--- src/rtl/driver_motores_pkg.sv ---
// Shared types and constants for the motor driver: speed patterns, level type, motor numbering.
package driver_motores_pkg;

    localparam int unsigned NUM_MOTORES = 4;
    localparam int unsigned MOTOR_MIN   = 1;
    localparam int unsigned MOTOR_MAX   = 4;

    localparam logic [7:0] PADRAO_NIVEL0 = 8'b0000_0000;
    localparam logic [7:0] PADRAO_NIVEL1 = 8'b0000_1111;
    localparam logic [7:0] PADRAO_NIVEL2 = 8'b0011_0011;
    localparam logic [7:0] PADRAO_NIVEL3 = 8'b1100_0011;

    typedef logic [1:0] nivel_t;

    typedef struct packed {
        logic   valido;
        nivel_t nivel;
    } decodificado_t;

    // Map a controller speed pattern onto a level; anything unknown is flagged invalid.
    function automatic decodificado_t decodifica(input logic [7:0] padrao);
        decodificado_t r;
        r.valido = 1'b1;
        r.nivel  = 2'd0;
        case (padrao)
            PADRAO_NIVEL0: r.nivel = 2'd0;
            PADRAO_NIVEL1: r.nivel = 2'd1;
            PADRAO_NIVEL2: r.nivel = 2'd2;
            PADRAO_NIVEL3: r.nivel = 2'd3;
            default:       r.valido = 1'b0;
        endcase
        return r;
    endfunction

endpackage

--- src/rtl/driver_motores_pwm_canal.sv ---
// One PWM channel: compares the shared period counter against the duty of the applied level.
module pwm_canal
    import driver_motores_pkg::*;
#(
    parameter int unsigned PWM_BITS = 8
) (
    input  logic                clk,
    input  logic                reset,
    input  logic [PWM_BITS-1:0] contador_i,
    input  nivel_t              nivel_i,
    output logic                pwm_o
);

    localparam logic [PWM_BITS-1:0] QUARTO = PWM_BITS'(1) << (PWM_BITS - 2);
    localparam logic [PWM_BITS-1:0] METADE = PWM_BITS'(1) << (PWM_BITS - 1);

    logic pwm_d;
    logic pwm_q;

    // Duty: 0, 1/4, 1/2 or full period depending on level.
    always_comb begin
        pwm_d = 1'b0;
        case (nivel_i)
            2'd0:    pwm_d = 1'b0;
            2'd1:    pwm_d = (contador_i < QUARTO);
            2'd2:    pwm_d = (contador_i < METADE);
            default: pwm_d = 1'b1;
        endcase
    end

    // Registered drive bit.
    always_ff @(posedge clk or posedge reset) begin
        if (reset) pwm_q <= 1'b0;
        else       pwm_q <= pwm_d;
    end

    assign pwm_o = pwm_q;

endmodule

--- src/rtl/driver_motores.sv ---
// Motor driver: decodes speed loads into per-motor targets, ramps applied levels, drives four PWMs.
module driver_motores
    import driver_motores_pkg::*;
#(
    parameter int unsigned PWM_BITS     = 8,
    parameter int unsigned RAMP_PERIODS = 4
) (
    input  logic                     clk,
    input  logic                     reset,
    input  logic [7:0]               velocidade,
    input  logic [2:0]               motorSelecionado,
    input  logic                     carregar,
    output logic [NUM_MOTORES-1:0]   pwm,
    output logic [NUM_MOTORES-1:0]   emRampa,
    output logic [2*NUM_MOTORES-1:0] nivel,
    output logic                     erro
);

    localparam int unsigned RAMPA_W = (RAMP_PERIODS > 1) ? $clog2(RAMP_PERIODS) : 1;
    localparam logic [RAMPA_W-1:0] RAMPA_FIM = RAMPA_W'(RAMP_PERIODS - 1);

    logic [PWM_BITS-1:0]             cnt_q,      cnt_d;
    logic [RAMPA_W-1:0]              rampa_q,    rampa_d;
    nivel_t [NUM_MOTORES-1:0]        alvo_q,     alvo_d;
    nivel_t [NUM_MOTORES-1:0]        aplicado_q, aplicado_d;
    logic [NUM_MOTORES-1:0]          em_rampa_q, em_rampa_d;
    logic                            erro_q,     erro_d;

    decodificado_t dec_c;
    logic          motor_ok_c;
    logic          carga_ok_c;
    logic          passo_c;
    logic [1:0]    idx_c;

    // Next-state: counters, load acceptance, ramp step against pre-load targets.
    always_comb begin
        dec_c      = decodifica(velocidade);
        motor_ok_c = (motorSelecionado >= 3'(MOTOR_MIN)) && (motorSelecionado <= 3'(MOTOR_MAX));
        carga_ok_c = carregar && motor_ok_c && dec_c.valido;
        idx_c      = 2'(motorSelecionado - 3'(MOTOR_MIN));
        passo_c    = (cnt_q == '1) && (rampa_q == RAMPA_FIM);

        cnt_d   = cnt_q + PWM_BITS'(1);
        rampa_d = rampa_q;
        if (cnt_q == '1) begin
            rampa_d = (rampa_q == RAMPA_FIM) ? '0 : rampa_q + RAMPA_W'(1);
        end

        alvo_d = alvo_q;
        if (carga_ok_c) begin
            alvo_d[idx_c] = dec_c.nivel;
        end

        aplicado_d = aplicado_q;
        if (passo_c) begin
            for (int unsigned k = 0; k < NUM_MOTORES; k++) begin
                if (aplicado_q[k] < alvo_q[k])      aplicado_d[k] = aplicado_q[k] + 2'd1;
                else if (aplicado_q[k] > alvo_q[k]) aplicado_d[k] = aplicado_q[k] - 2'd1;
            end
        end

        for (int unsigned k = 0; k < NUM_MOTORES; k++) begin
            em_rampa_d[k] = (aplicado_d[k] != alvo_d[k]);
        end

        erro_d = carregar && !carga_ok_c;
    end

    // State registers.
    always_ff @(posedge clk or posedge reset) begin
        if (reset) begin
            cnt_q      <= '0;
            rampa_q    <= '0;
            alvo_q     <= '0;
            aplicado_q <= '0;
            em_rampa_q <= '0;
            erro_q     <= 1'b0;
        end else begin
            cnt_q      <= cnt_d;
            rampa_q    <= rampa_d;
            alvo_q     <= alvo_d;
            aplicado_q <= aplicado_d;
            em_rampa_q <= em_rampa_d;
            erro_q     <= erro_d;
        end
    end

    // One duty comparator per motor.
    for (genvar g = 0; g < NUM_MOTORES; g++) begin : g_canal
        pwm_canal #(
            .PWM_BITS (PWM_BITS)
        ) u_pwm (
            .clk        (clk),
            .reset      (reset),
            .contador_i (cnt_q),
            .nivel_i    (aplicado_q[g]),
            .pwm_o      (pwm[g])
        );
    end

    assign nivel   = aplicado_q;
    assign emRampa = em_rampa_q;
    assign erro    = erro_q;

endmodule

--- config.mk ---
export PLATFORM = sky130hd
export DESIGN_NAME = driver_motores
export DESIGN_NICKNAME = d
export VERILOG_FILES = /design/src/rtl/driver_motores_pkg.sv /design/src/rtl/driver_motores_pwm_canal.sv /design/src/rtl/driver_motores.sv
export SDC_FILE = /design/constraint.sdc
export NUM_CORES = 1
export LEC_CHECK = 0
export ABC_AREA = 1
export CORE_ASPECT_RATIO = 1.25
export CORE_MARGIN = 2
export CORE_UTILIZATION = 55
export DETAILED_ROUTE_END_ITERATION = 6
export PLACE_DENSITY_LB_ADDON = 0.12
export SETUP_SLACK_MARGIN = 0.3
export SLEW_MARGIN = 20
export SYNTH_ARGS = -nofsm -noshare
export SYNTH_HDL_FRONTEND = slang
export SYNTH_SLANG_ARGS = --single-unit
--- constraint.sdc ---
create_clock -name clk -period 1.65 [get_ports clk]
set_input_delay 0.165 -clock clk [delete_from_list [all_inputs] [get_ports clk]]
set_output_delay 0.165 -clock clk [all_outputs]
set_load 0.02 [all_outputs]
* Yosys cells after proc, flatten, opt, wreduce, memory -nomap -nowiden
Index checks and enable logic that the tools add are counted.
Storage, ports and cells: flip-flop bits (word level) 35, input port bits 14, output and inout bits 17, word-level logic and storage cells 91
Operators by class: add/subtract/negate cells 11, order comparisons 14, eq/ne operators 17, multiplexer cells 20, reduce and logical (&&, ||, !) cells 13
Operators by type and width (count):
- 2-bit 2-to-1 mux | 10
- 8-bit equality test, second input constant | 2
- 8-bit 2-to-1 mux | 2
- 1-bit case mux with 3 select lines | 4
- 2-bit by 1-bit adder with 2-bit output, second input constant | 5
- 2-bit equality test, second input constant | 5
- 2-bit by 1-bit subtractor with 2-bit output, second input constant | 5
- 8-bit by 1-bit adder with 8-bit output, second input constant | 1
- 8-bit bitwise mux | 1
- 2-bit by 1-bit equality test with 1-bit output, second input constant | 4
- 8-bit by 4-bit equality test with 1-bit output, second input constant | 1
- 8-bit by 6-bit equality test with 1-bit output, second input constant | 1
- 2-bit > comparator | 4
- 2-bit zero test | 4
- 8-bit zero test | 1
- 2-bit less-than comparator | 4
- 8-bit by 7-bit less-than comparator with 1-bit output, second input constant | 1
- 8-bit less-than comparator, second input constant | 1
- 2-bit != test | 4
- 1-bit logical AND | 6
- 2-bit case mux with 3 select lines | 1
- 2-bit demux with 2-bit select | 1
- 4-bit OR reduction | 1
- 3-bit by 1-bit greater-or-equal comparator with 1-bit output, second input constant | 1
- 5 further kinds | 5

* Logic depth before layout (Yosys ltp)
Gate-level depths: netlist (run 1).
depth in word-level cells 8, mapped depth 14, depth with buffers taken out 14

* Cells and area by module
A second synthesis (run 1) with hierarchy kept.
Unflattened totals: cells, all modules 356, area, all modules 2492.4 um^2
Modules (own cells, without submodules):
- driver_motores | times used 1, cells an instance 324, area each 2287.2 um^2, sequential area each 775.7 um^2
- pwm_canal | times used 4, cells an instance 8, area each 51.3 um^2, sequential area each 25.0 um^2

* Least setup slack after synthesis (run 1)
Ideal clock, no wire load.
path type flip-flop to flip-flop, start point reg aplicado_q, in the netlist nivel[0], end point reg em_rampa_q[0] (netlist: emRampa[0]), library setup time 116 ps, data arrival time 1537 ps, data required time 1534 ps, setup slack -3 ps, cell stages (with the launch flop) 15, buffers on the path 0, period minus slack after synthesis 1653 ps, cells stage by stage dfrtp_1 -> inv_1 -> ha_1 -> nand2_1 -> inv_1 -> nand2_1 -> nand3_1 -> o21ai_0 -> nand2_1 -> nand2_1 -> inv_1 -> nand2_1 -> nand2_1 -> inv_1 -> nand2_1
RTL lines:
- start, declared | line driver_motores.sv:25 | nivel_t [NUM_MOTORES-1:0] aplicado_q, aplicado_d;
- start signal, assigned | line driver_motores.sv:82 | aplicado_q <= aplicado_d;
- end signal, assigned | line driver_motores.sv:83 | em_rampa_q <= em_rampa_d;
- end, declared | line driver_motores.sv:26 | logic [NUM_MOTORES-1:0] em_rampa_q, em_rampa_d;

==> summary.txt, run 1 <==
Clocking
  • TritonCTS Buffers: 5
  • Clock Pin Slew Worst Setup and Hold Paths: 0.08 ns
  • Clock buffer depth: 2
  • Root buf cell: clkbuf_8
  • CTS tree: yes
  • Sink Count: 35
  • Clk Latency, worst-skew pair: 0.29 ns
  • Htree depth: 2

Timing
  • Final period utilization: 1.01
  • RSZ-0062 raised after global routing: yes
  • Final Max Tran Viols: 0
  • WHS: 0.281 ns
  • Clock skew: 0.00789 ns
  • Fmax: 601 MHz
  • Setup ws final: -0.0146 ns
  • TNS Setup: -0.0146 ns
  • Tightest Pin Transition: 0.440 ns
  • Final Critical Period: 1.66 ns
  • Slew headroom: 0.705
  • Hold Vio Cnt, Final: 0
  • Finish-stage setup viols: 1

Worst setup path
  • Kind of critical path: reg2reg
  • Worst setup SP type: register
  • Worst Path Required: 1.83 ns
  • Crit Path Max Fanout: 3
  • Critical Path End Type: register
  • Worst EP arrival: 1.84 ns

Layout
  • # diodes: 0
  • Layout Nets: 407
  • Fraction of layout cells with a size suffix above 1: 0.320
  • Layout fillers: 280
  • Final instance count without filler cells: 428
  • Layout Area Growth over Synthesis: 39.6%

Placed design
  • Cells after DPL: 403
  • Worst slack at placement: -0.0849 ns
  • Port bufs: 30
  • GP Congestion: 0.812
  • Post-DP HPWL: 3630 µm

Global routing
  • Vias in the first global route: 2073
  • First-pass GRT wire length: 8740 µm
  • Gr ovfl total: 0
  • Initial antenna violation count: 0
  • GRT Util Overall: 0.222
  • Largest net degree at the start of global routing: 36

Yosys
  • Commonest cells post-synth: nand2_1, inv_1, dfrtp_1
  • #FFs+latches synth: 35
  • Top cell type's share of synthesized area: 0.364
  • EDFF count, synth: 0
  • Dominant cell type by area after synthesis: dfrtp_1
  • Synth Cell Area: 0.00240 mm²
  • Yosys warnings: 0
  • Syn Area/Cell: 7.93 µm²
  • Top FF cell, synth: dfrtp_1
  • Synth unique cells: 23
  • Synth area leaders: dfrtp_1, nand2_1, ha_1, inv_1, xor2_1
  • Post-synthesis sequential area ratio: 0.364
  • Post-synth net total: 339
  • Most common cell in the synthesized netlist: nand2_1
  • Post-Syn Instances: 303
  • Async SR Flop Fraction: 1.00

Floorplan
  • Row count: 26
  • Die Y: 77.9 µm
  • Num ports: 31
  • Starting density of the core: 0.582
  • Die width: 63.1 µm
  • Die Area: 0.00492 mm²
  • Core area: 0.00413 mm²

Routing
  • Final ANT Viol Nets: 0
  • Final WL: 5280 µm
  • DRT iter0 DRCs: 100
  • Vias post-DR: 2120
  • DRC: 0
  • WL/cell: 12.3 µm
  • Vias per cell: 4.95
  • TritonRoute pass-1 iters: 4

Pwr
  • Combinational group share of total power: 0.084
  • Part of the power in registers: 0.539
  • Clock power frac: 0.377
  • Maximum vdd drop: 0.432 mV
  • Lkg Pwr: 1.95 nW
  • Sw Share: 0.244
  • Int Pwr: 1.21 mW
  • Net Switching: 0.389 mW
  • Cell Pwr Density: 475 mW/mm²

Status
  • Violated checks: setup timing
  • Run status: complete, but fails checks

Hold path
  • Worst Hold Class: in2async

Run
  • Max_cap viols: 0
final timing paths:
kind / from / endpoint / slack [ns] / depth (start not counted)
max in group asynchronous: reset / nivel[1]$_DFF_PP0_ / 1.03 / 3
worst min register to register: rampa_q[1]$_DFFE_PP0N_ / rampa_q[1]$_DFFE_PP0N_ / 0.52 / 2
worst min-delay path: reset / cnt_q[7]$_DFF_PP0_ / 0.28 / 3
worst max register to register: cnt_q[0]$_DFF_PP0_ / emRampa[0]$_DFF_PP0_ / -0.01 / 12
worst max-delay path: cnt_q[0]$_DFF_PP0_ / emRampa[0]$_DFF_PP0_ / -0.01 / 12
min in group clk: carregar / erro$_DFF_PP0_ / 0.49 / 3
critical path, cell delays in order, from the launching register on:
cell and delay [ns]:
dfrtp_1 0.40, ha_4 0.16, nand2_4 0.05, nor2_4 0.13, nand2_4 0.09, buf_4 0.14
buf_6 0.11, o21ai_2 0.16, nand2_2 0.09, nand3_1 0.09, nand2_1 0.05, inv_1 0.04
nand2_1 0.04
cells by family (layout without fill, tap and decap cells):
family | after synthesis | count (layout) | synth area share
AOI/OAI and AO/OA | 10 | 10 | 0.0349
xor gates and xnor gates | 18 | 18 | 0.0656
adders and majority gates | 22 | 22 | 0.115
buffers and inverters | 62 | 130 | 0.108
DFF | 35 | 35 | 0.364
and+or+nand+nor | 156 | 157 | 0.313
state kept, by name, indices dropped and copies added (netlist names):
name and flops:
cnt_q 8, alvo_q 8, rampa_q 2, g_canal.u_pwm.pwm_o 4, emRampa 4, nivel 8, erro 1
layout make-up:
type                            instances  area, µm²  share of cell area
Clock buffer                            5       68.8              0.0205
Tap cell                               56       70.1              0.0209
Sequential cell                        35        886               0.264
Clock inverter                          3       15.0             0.00448
Multi-Input combinational cell        207       1500               0.448
Timing Repair Buffer                   66        596               0.178
Inverter                               56        218              0.0649
metrics by stage:
step | instance area [µm²] | total power, mW | util
after CTS | 3100 | 1.59 | 0.751
after floorplan | 2490 | 0.933 | -
after detailed placement | 2960 | 0.998 | 0.716
final | 3350 | 1.59 | 0.812
after global routing | 3350 | 1.66 | 0.812
after global placement | 2960 | 0.997 | 0.716
routing by layer:
layer	vias to the layer above	share of wire	track usage
li1	1059	-	-
met1	1003	0.41	0.264
met2	48	0.54	0.400
met3	10	0.034	0.0449
met4	0	0.014	0.0644
met5	-	0	0
cell usage in the layout (no fill, tap or decap), types with 2 or more instances in the layout:
master / instances
nand2_1: 79
inv_1: 49
buf_4: 33
dfrtp_1: 27
nand3_1: 23
nand2_2: 21
ha_1: 17
dlygate4sd2_1: 14
xor2_1: 10
dlymetal6s2s_1: 9
nand3_2: 8
dfrtp_2: 8
nand2_4: 6
xor2_2: 6
nor2_1: 6
nor2_4: 5
ha_4: 5
clkbuf_8: 5
inv_2: 4
a221o_1: 4
clkdlybuf4s50_1: 4
inv_4: 3
nor2_2: 3
nand4_1: 3
clkinv_2: 3
clkdlybuf4s15_1: 3
o21ai_1: 2
buf_6: 2
power groups by stage:
stage	registers, mW	clock network (mW)	logic (mW)
after floorplan	0.878	0	0.0550
after CTS	0.859	0.609	0.122
after global routing	0.859	0.647	0.149
after global placement	0.876	0	0.120
after detailed placement	0.876	0	0.122
final	0.859	0.602	0.134
timing repair:
item / 4_1_cts / 5_1_grt
hold buffers: 0 / 0
gates resized for setup: 32 / 36
gates cloned: 0 / 1
setup buffers: 3 / 13
setup endpoints to repair: 31 / 19
pin swaps: 12 / 11
(Power assumes the default switching activity.)
==> run 2, diff against run 1 <==
CORE_UTILIZATION = 30   (was 55)
==> run 2 against run 1 <==
Net effect:
- the flow now finishes without violations
- maximum frequency increased by 1.7%
- largest power group unchanged
- via count decreased by 5.3%
- cell count increased by 7.9%
- clock power increased by 16%
- largest cell class unchanged
- die area increased by 78%
- design area increased by 0.63%
==> summary.txt, run 2 (synthesis gave the netlist of run 1 again) <==
Floorplan
  • Num ports: 31
  • Die Area: 0.00875 mm²
  • Starting density of the core: 0.308
  • Die Y: 104 µm
  • Die width: 84.1 µm
  • Core area: 0.00779 mm²
  • Row count: 36

Routing
  • Final WL: 5230 µm
  • TritonRoute pass-1 iters: 4
  • DRC: 0
  • Vias per cell: 4.35
  • WL/cell: 11.3 µm
  • DRT iter0 DRCs: 23
  • Vias post-DR: 2008
  • Final ANT Viol Nets: 0

Worst setup path
  • Crit-path leading delay family: simple AND/OR/NAND/NOR gates
  • Worst Path Required: 1.83 ns
  • Worst setup SP type: register
  • Crit path buffers/inverters: 0
  • CP max stage cell: dfrtp_1
  • R2R Setup Slk: 0.01 ns
  • R2R depth: 10
  • Critical Path End Type: register
  • Kind of critical path: reg2reg
  • Worst EP arrival: 1.82 ns
  • Critical Path, Cell by Cell: ha_2, nand2_2, nor2_4, nand2_4, nor2_8, nand2_4, xor2_1, nand3_1, nand2_1, nand2_1
  • RR Endpoint: emRampa[2]$_DFF_PP0_
  • Crit Path Max Fanout: 7
  • CP max stage delay: 0.36 ns
  • RR Startpoint: cnt_q[0]$_DFF_PP0_

Clocking
  • Clock Pin Slew Worst Setup and Hold Paths: 0.07 ns
  • Root buf cell: clkbuf_8
  • TritonCTS Buffers: 5
  • Htree depth: 2
  • Sink Count: 35
  • Clk Latency, worst-skew pair: 0.28 ns
  • Clock buffer depth: 2
  • CTS tree: yes

Global routing
  • Initial antenna violation count: 0
  • GRT Util Overall: 0.129
  • Largest net degree at the start of global routing: 36
  • First-pass GRT wire length: 8940 µm
  • Gr ovfl total: 0
  • Vias in the first global route: 1952

Timing
  • Tightest Pin Transition: 0.502 ns
  • Final Critical Period: 1.64 ns
  • RSZ-0062 raised after global routing: yes
  • Fmax: 611 MHz
  • Slew headroom: 0.664
  • Clock skew: 0.00247 ns
  • Hold Vio Cnt, Final: 0
  • Final period utilization: 0.992
  • Finish-stage setup viols: 0
  • Final Max Tran Viols: 0

Pwr
  • Cell Pwr Density: 503 mW/mm²
  • Total power: 1.70 mW
  • Lkg Pwr: 1.92 nW
  • Maximum vdd drop: 0.259 mV

Placed design
  • Post-DP HPWL: 3930 µm
  • DP Area: 0.00306 mm²
  • Cells after DPL: 447
  • Port bufs: 30
  • GP Congestion: 0.757

Layout
  • Layout Area Growth over Synthesis: 40.4%
  • Commonest non-fill, non-tap cell in the layout: nand2_1
  • Layout fillers: 795
  • Layout Nets: 402
  • Design area: 0.00338 mm²
  • Commonest cells after routing, fill and taps aside: nand2_1, inv_1, buf_4
  • Final instance count without filler cells: 462
  • # diodes: 0
  • Fraction of layout cells with a size suffix above 1: 0.324

Hold path
  • Worst Hold Class: in2async

Status
  • Run status: finished clean

Run
  • Max_cap viols: 0
run 2: report_power, final:
group	total, mW	internal, mW	leakage [nW]	switching (mW)
Combinational	0.143	0.0647	1.41	0.0786
Sequential	0.860	0.859	0.459	0.000746
Clock	0.696	0.381	0.0515	0.314
Total	1.70	1.30	1.92	0.394
run 2: how the worst max path moves through the flow:
stage / start / to / slack (ns) / depth (start not counted)
6_report: cnt_q[0]$_DFF_PP0_ / emRampa[2]$_DFF_PP0_ / 0.01 / 10
5_1_grt: cnt_q[0]$_DFF_PP0_ / emRampa[0]$_DFF_PP0_ / -0.14 / 10
4_1_cts: cnt_q[0]$_DFF_PP0_ / emRampa[1]$_DFF_PP0_ / -0.05 / 10
3_5_place_dp: velocidade[3] / emRampa[1]$_DFF_PP0_ / -0.16 / 14
3_3_place_gp: velocidade[2] / emRampa[1]$_DFF_PP0_ / -0.19 / 14
2_1_floorplan: cnt_q[0]$_DFF_PP0_ / emRampa[1]$_DFF_PP0_ / 0.14 / 10
run 2: layout make-up:
class / instances / area (µm²) / share of cell area
multi-input combinational: 207 / 1500 / 0.445
sequential: 35 / 886 / 0.262
timing repair buffer: 61 / 553 / 0.164
clock buffer: 8 / 100 / 0.0297
inverter: 56 / 215 / 0.0638
tap: 95 / 119 / 0.0352
run 2: timing repair:
item	4_1_cts	5_1_grt
resized for setup	34	40
setup endpoints to repair	32	28
cloned	0	1
pin swaps	6	14
hold buffers	0	0
hold endpoints to repair	0	0
buffers inserted	3	3
run 2: worst register-to-register path: cells and delay by family (launching register included):
family | cells | cell delay, ns
xor+xnor | 1 | 0.18
fa+ha+maj | 1 | 0.19
flops | 1 | 0.36
simple gates | 8 | 0.81
run 2: metal layers:
metal / wire (µm) / part of all wire / global-route usage
met5: 0 / 0 / 0
met4: 128 / 0.024 / 0.0380
met3: 149 / 0.028 / 0.0270
met2: 2630 / 0.50 / 0.232
met1: 2330 / 0.45 / 0.151
run 2: metrics by stage:
step | util | hold slack, ns | setup slack (ns) | setup TNS, ns
final | 0.433 | 0.226 | 0.0131 | 0
after CTS | 0.415 | 0.238 | -0.0511 | -0.128
after detailed placement | 0.392 | 0.475 | -0.164 | -0.511
after floorplan | - | 0.311 | 0.138 | 0
after global placement | 0.392 | 0.471 | -0.187 | -0.509
after global routing | 0.433 | 0.273 | -0.136 | -0.502
